File: config.mk
export PLATFORM = sky130hd
export DESIGN_NAME = regfile_wr_arbiter
export DESIGN_NICKNAME = d
export VERILOG_FILES = /design/src/rtl/regfile_wr_arbiter.sv
export SDC_FILE = /design/constraint.sdc
export NUM_CORES = 1
export LEC_CHECK = 0
export BUFFER_PORTS_ARGS = -buffer_cell sky130_fd_sc_hd__buf_2
export CAP_MARGIN = 15
export CORE_AREA = 2 2 106 108
export CTS_BUF_LIST = sky130_fd_sc_hd__clkbuf_16
export CTS_CLUSTER_DIAMETER = 50
export CTS_CLUSTER_SIZE = 16
export DETAILED_ROUTE_END_ITERATION = 12
export DIE_AREA = 0 0 108 110
export HOLD_SLACK_MARGIN = 0.03
export PLACE_DENSITY = 0.8
export SETUP_SLACK_MARGIN = 0.05
export SYNTH_ARGS = -nofsm -noshare
export SYNTH_HDL_FRONTEND = slang
export SYNTH_SLANG_ARGS = --single-unit
File: constraint.sdc
create_clock -name CLK -period 2.51 [get_ports CLK]
set_input_delay 0.1255 -clock CLK [delete_from_list [all_inputs] [get_ports CLK]]
set_output_delay 0.1255 -clock CLK [all_outputs]
set_load 0.01 [all_outputs]
File: src/rtl/regfile_wr_arbiter.sv
// Round-robin arbiter that shares the register file write port between ALU (A)
// and load (B) writeback, registers the winning write and bypasses both read ports.
module regfile_wr_arbiter #(
  parameter int reg_word_width = 32,
  parameter int reg_addr_width = 5
) (
  input  logic                      CLK,
  input  logic                      RST,
  input  logic                      A_VALID_i,
  output logic                      A_READY_o,
  input  logic [reg_addr_width-1:0] A_REG_i,
  input  logic [reg_word_width-1:0] A_DATA_i,
  input  logic                      B_VALID_i,
  output logic                      B_READY_o,
  input  logic [reg_addr_width-1:0] B_REG_i,
  input  logic [reg_word_width-1:0] B_DATA_i,
  output logic                      WRITE_EN_o,
  output logic [reg_addr_width-1:0] WRITE_REG_o,
  output logic [reg_word_width-1:0] WRITE_DATA_o,
  input  logic [reg_addr_width-1:0] READ_REG1_i,
  input  logic [reg_addr_width-1:0] READ_REG2_i,
  input  logic [reg_word_width-1:0] RF_DATA1_i,
  input  logic [reg_word_width-1:0] RF_DATA2_i,
  output logic [reg_word_width-1:0] READ_DATA1_o,
  output logic [reg_word_width-1:0] READ_DATA2_o,
  output logic [15:0]               WR_CNT_o
);

  localparam int NUM_PORTS = 2;

  logic                      last_gnt_b;  // 1: B won the most recent transfer
  logic                      xfer;
  logic                      commit;
  logic [reg_addr_width-1:0] sel_reg;
  logic [reg_word_width-1:0] sel_data;

  always_comb begin
    A_READY_o = 1'b0;
    B_READY_o = 1'b0;
    if (!RST) begin
      if (A_VALID_i && (!B_VALID_i || last_gnt_b)) A_READY_o = 1'b1;
      else if (B_VALID_i)                          B_READY_o = 1'b1;
    end
  end

  assign xfer     = A_READY_o | B_READY_o;
  assign sel_reg  = A_READY_o ? A_REG_i  : B_REG_i;
  assign sel_data = A_READY_o ? A_DATA_i : B_DATA_i;
  // Writes to r0 complete the handshake but never reach the register file.
  assign commit   = xfer && (sel_reg != '0);

  always_ff @(posedge CLK) begin
    if (RST) begin
      WRITE_EN_o   <= 1'b0;
      WRITE_REG_o  <= '0;
      WRITE_DATA_o <= '0;
      WR_CNT_o     <= '0;
      last_gnt_b   <= 1'b1;
    end else begin
      WRITE_EN_o <= commit;
      if (commit) begin
        WRITE_REG_o  <= sel_reg;
        WRITE_DATA_o <= sel_data;
        WR_CNT_o     <= WR_CNT_o + 16'd1;
      end
      if (xfer) last_gnt_b <= B_READY_o;
    end
  end

  logic [NUM_PORTS-1:0][reg_addr_width-1:0] rd_reg;
  logic [NUM_PORTS-1:0][reg_word_width-1:0] rf_data;
  logic [NUM_PORTS-1:0][reg_word_width-1:0] rd_data;

  assign rd_reg  = {READ_REG2_i, READ_REG1_i};
  assign rf_data = {RF_DATA2_i, RF_DATA1_i};

  for (genvar k = 0; k < NUM_PORTS; k++) begin : g_byp
    assign rd_data[k] = (WRITE_EN_o && rd_reg[k] == WRITE_REG_o && rd_reg[k] != '0)
                        ? WRITE_DATA_o : rf_data[k];
  end

  assign READ_DATA1_o = rd_data[0];
  assign READ_DATA2_o = rd_data[1];

endmodule

### Word-level counts from Yosys, hierarchy flattened

Index checks and enable logic that the tools add are counted.

| storage, ports and cells | value |
|---|---|
| logic and storage cells | 29 |
| output and inout port bits | 120 |
| input bits | 152 |
| bits in registers | 55 |

| cells by class | value |
|---|---|
| eq/ne operators | 2 |
| reductions and logical operators | 11 |
| bitwise gates (word level) | 1 |
| $add $sub $neg | 1 |
| mux-type cells | 9 |

Operator list:

| kind | count |
|---|---|
| $mux W32 | 3 |
| $add A16 B1 Y16 const B | 1 |
| $reduce_bool A5 Y1 | 3 |
| $eq A5 B5 Y1 | 2 |
| $logic_and A1 B1 Y1 | 6 |
| $mux W1 | 5 |
| $mux W5 | 1 |
| $logic_not A1 Y1 | 1 |
| $logic_or A1 B1 Y1 | 1 |
| $or A1 B1 Y1 | 1 |

### Logic depth before layout (Yosys ltp)

| depth | value |
|---|---|
| depth in word-level cells | 8 |
| mapped depth | 8 |
| gate-level depth less buffers | 5 |

### Worst setup path before layout

No wires, ideal clock.

| path | value |
|---|---|
| path kind | register to register |
| start point | register last_gnt_b |
| end point | register WR_CNT_o[14] |
| data required time | 2,439 ps |
| setup slack | 616 ps |
| cell stages (with the launch flop) | 7 |
| library setup time | 71 ps |
| clock period less this slack | 1,894 ps |
| path buffers | 1 |
| data arrival time | 1,823 ps |
| cell sequence | dfxtp_1 -> or2b_2 -> nand3b_1 -> mux2_4 -> buf_6 -> or4_1 -> a21oi_1 |

| between the ends | value |
|---|---|
| longest elaborated chain between the ends | 7 |
| elaborated cells between the ends (all ways) | 10 |
| classes of those cells | mux (5); bitwise (1); reduce/logical (4) |

Ends and longest elaborated chain:

| what | line | source |
|---|---|---|
| start, declared | 31 | `logic last_gnt_b;` |
| start signal, assigned | 66 | `if (xfer) last_gnt_b <= B_READY_o;` |
| $logic_or A1 B1 Y1 * | 41 | `if (A_VALID_i && (!B_VALID_i \|\| last_gnt_b)) A_READY_o = 1'b1;` |
| $logic_and A1 B1 Y1 * | 41 |  |
| $mux W1 | 41 |  |
| $mux W1 | 40 | `if (!RST) begin` |
| $mux W5 | 47 | `assign sel_reg = A_READY_o ? A_REG_i : B_REG_i;` |
| $reduce_bool A5 Y1 | 50 | `assign commit = xfer && (sel_reg != '0);` |
| $logic_and A1 B1 Y1 * | 50 |  |
| end signal, assigned | 64 | `WR_CNT_o <= WR_CNT_o + 16'd1;` |
| end, declared | 26 | `output logic [15:0] WR_CNT_o` |

Mark *: on every way between the ends. The rest lies on a longest branch, timed or not.
A chain may end at the register's enable or synchronous reset.

### Worst setup path in the final report

| path | value |
|---|---|
| start point | register WRITE_REG_o[2] |
| end point | output READ_DATA2_o[12] |

| between the ends | value |
|---|---|
| longest elaborated chain between the ends | 4 |

Ends and longest elaborated chain:

| what | line | source |
|---|---|---|
| start, declared | 18 | `output logic [reg_addr_width-1:0] WRITE_REG_o,` |
| start signal, assigned | 62 | `WRITE_REG_o <= sel_reg;` |
| $eq A5 B5 Y1 | 78 | `assign rd_data[k] = (WRITE_EN_o && rd_reg[k] == WRITE_REG_o && rd_reg[k] != '0)` |
| $logic_and A1 B1 Y1 (2 in a row) | 78 |  |
| $mux W32 | 79 | `? WRITE_DATA_o : rf_data[k];` |
| end, declared | 25 | `output logic [reg_word_width-1:0] READ_DATA2_o,` |

Every way passes these cells.

==> key figures <==
Status
  • Outcome: finished clean

Pwr
  • Leak Pwr: 2.40 nW
  • Combinational fraction of design power: 0.275
  • Cell-internal power: 1.60 mW
  • Sw frac: 0.306
  • Clock power share: 0.293
  • Sw Pwr: 0.705 mW
  • Reg power frac: 0.433
  • Max VDD drop: 291 uV
  • Pwr Density: 443 nW/um^2

Synth
  • Synth Area in Compound Gates: 0.196
  • Yosys warnings: 0
  • Post-synthesis mux area share: 0.208
  • Mapped Cells: 399
  • Area of the mapped netlist: 3580 sq um
  • Post-synth EDFFs: 0
  • Yosys reg bits: 55
  • XOR/XNOR share of the synthesized area: 0.0392
  • Register area share after synthesis: 0.308
  • Post-Synth Adder-Cell Area: 0.00350
  • Distinct cells, synth: 36
  • Syn Nets: 552
  • Largest family of logic cells by synthesized area: multiplexers
  • Asr flop ratio synth: 0
  • Syn Area/Cell: 8.97 sq um
  • Post-Synth Simple-Gate Area: 0.197
  • Dominant synthesized flop cell: dfxtp_1

Floorplanning
  • Die height: 110 microns
  • Die area: 11900 sq um
  • Core ar.: 10700 sq um
  • Starting Density: 0.334
  • Die X: 108 microns
  • Num ports: 272
  • Row cnt: 38

Worst hold path
  • Worst Hold End: WRITE_DATA_o[8]
  • Hold_sp: A_DATA_i[8]
  • Hold depth: 3
  • HP Class: primary input to flip-flop

Routing
  • Initial DRC count: 152
  • DRC Markers: 0
  • First-pass iteration count of the detailed router: 5
  • WL final: 12.3 mm
  • Vias: 3961
  • Post-DR wirelength/cell: 15.4 microns
  • Antenna viol nets, final: 0
  • Avg Vias per Cell: 4.96

Placement
  • Dpl hpwl: 9.41 mm
  • DP Area: 5050 sq um
  • RePlAce Congestion: 0.764
  • Dpl cells: 788
  • Port bufs: 271

Finish
  • Final nets: 809
  • Most common cell after layout, fill and taps aside: buf_2
  • Post-Layout Cell Count: 798
  • Fin area: 5200 sq um
  • FF/Latch Area: 1100 sq um
  • Most frequent cells in the layout: buf_2, nand2_1, dfxtp_1
  • Share of post-route cells with drive strength above 1: 0.566
  • Layout Utilization: 0.486
  • Fillers: 1063
  • Syn-to-layout area delta: 45.4%
  • Multi-input gate area: 2330 sq um

Clock tree
  • Max Root-Sink Buffers: 2
  • CTS buffer count: 5
  • Clk Tree Root Cell: clkbuf_16
  • CTS tree: done
  • Clock-pin slew on the worst setup and hold paths: 0.07 ns
  • Clock latency on the worst-skew pair: 0.28 ns
  • CTS Sinks: 55
  • H-tree depth: 2

Timing
  • Setup_tns: 0 ns
  • Minimum clock period: 2.29 ns
  • # setup viols final: 0
  • Fin. Hold Viols: 0
  • Hold WS: 0.0982 ns
  • Period Utilization, post-route: 0.912
  • Worst-Margin Slew: 0.728 ns
  • Relative slew margins: 0.514
  • Max Freq: 437 MHz
  • Clock Skews: 0.00349 ns
  • Max Slew Vio Count: 0
  • RSZ-0062 raised after global routing: false

Critical path
  • Worst r2r src: last_gnt_b
  • Reg2Reg Capture Point: WRITE_DATA_o[24]
  • Crit Path Max Fanout: 29
  • WP data arrival: 2.16 ns
  • R2R Setup Slk: 0.56 ns
  • Reg2Reg Depth: 7
  • Setup CP Type: flip-flop to output pin
  • Crit start category: flip-flop
  • CP endpoint kind: output pin
  • CP Data Required Time: 2.38 ns

Global routing
  • Vias in the first global route: 3537
  • Initial antenna violation count: 2
  • Global-route wire length before repair: 17.6 mm
  • GRT Residual Overflow: 0
  • Tot GR Track Use: 0.187
  • Largest net degree at the start of global routing: 51

Run
  • Max cap viols: 0
==> through the flow <==
step           total power [mW]  worst slack (ns)
6_report                   2.30             0.220
4_1_cts                    2.33            0.0934
2_1_floorplan              1.36             0.616
3_3_place_gp               1.63             0.433
5_1_grt                    2.43            0.0602
3_5_place_dp               1.65             0.410
==> worst max-delay path, cell delays in order, from the launching register on <==
cell and delay, ns:
dfxtp_1 0.47, xor2_1 0.11, nor3_1 0.20, nand3_1 0.14
nor2_4 0.19, buf_12 0.22, mux2_2 0.37, buf_2 0.14
==> flip-flops by register name (all words and copies together), names as in the netlist <==
signal / cells
WRITE_REG_o: 5
WR_CNT_o: 16
last_gnt_b: 1
WRITE_DATA_o: 32
WRITE_EN_o: 1
==> layout make-up <==
class                           count  area share
Timing Repair Buffer              280       0.279
Tap cell                          140      0.0337
Sequential cell                    55       0.212
Clock buffer                        5      0.0241
Inverter                            2     0.00144
Clock inverter                      3     0.00241
Antenna cell                        1    0.000481
Multi-Input combinational cell    312       0.448
==> synthesized netlist by cell type, types with 2 or more instances <==
cell type  instances  area (sq um)
nand2_1           76           285
dfxtp_1           55          1100
nor2_1            50           188
mux2_2            49           552
a311oi_2          29           435
a21oi_1           16          80.1
mux2_1            15           169
clkbuf_1          14          52.6
buf_2             11          55.1
nand3_1           10          50.1
xnor2_1           10          87.6
a311oi_1           7          61.3
or4_1              7          52.6
nor3_1             6          30.0
o31ai_1            6          45.0
xor2_1             6          52.6
buf_6              5          56.3
nand4_1            4          25.0
a21boi_1           2          15.0
and2_1             2          12.5
inv_1              2          7.51
nor4_1             2          12.5
o21ai_0            2          10.0
==> how the worst max path moves through the flow <==
| stage | startpoint | end | cells past startpoint |
|---|---|---|---|
| floorplan | last_gnt_b | WR_CNT_o[14] | 6 |
| global placement | WRITE_REG_o[2] | READ_DATA1_o[30] | 7 |
| detailed placement | WRITE_REG_o[2] | READ_DATA1_o[30] | 7 |
| CTS | WRITE_REG_o[2] | READ_DATA1_o[30] | 7 |
| global route | WRITE_REG_o[2] | READ_DATA1_o[30] | 7 |
| finish | WRITE_REG_o[2] | READ_DATA2_o[12] | 7 |
==> power by group through the flow <==
| stage | Clock, mW | Sequential, mW | Combinational (mW) |
|---|---|---|---|
| 3_3_place_gp | 0 | 1.01 | 0.622 |
| 5_1_grt | 0.733 | 1.01 | 0.696 |
| 2_1_floorplan | 0 | 1.02 | 0.334 |
| 6_report | 0.674 | 0.995 | 0.632 |
| 4_1_cts | 0.697 | 0.995 | 0.639 |
| 3_5_place_dp | 0 | 1.02 | 0.637 |
==> cells by family after synthesis <==
group / after synthesis
DFF: 55
xor gates and xnor gates: 16
and+or+nand+nor: 163
muxes: 66
buffers and inverters: 32
adders and majority gates: 1
AOI/OAI and AO/OA: 66
==> repair_timing <==
action / 4_1_cts / 5_1_grt
hold endpoints to repair: 0 / 0
hold buffers: 0 / 0
buffers inserted: 0 / 1
resized for setup: 0 / 0
endpoints found under the setup margin: 0 / 27
==> routing by layer <==
metal / global-route usage / routed length (microns) / vias up
li1: - / - / 1959
met1: 0.219 / 4880 / 1846
met2: 0.359 / 6430 / 148
met3: 0.0364 / 889 / 6
met4: 0.0256 / 44 / 2
met5: 0 / 13 / -
Note: power is estimated with default switching activity, not from simulation.
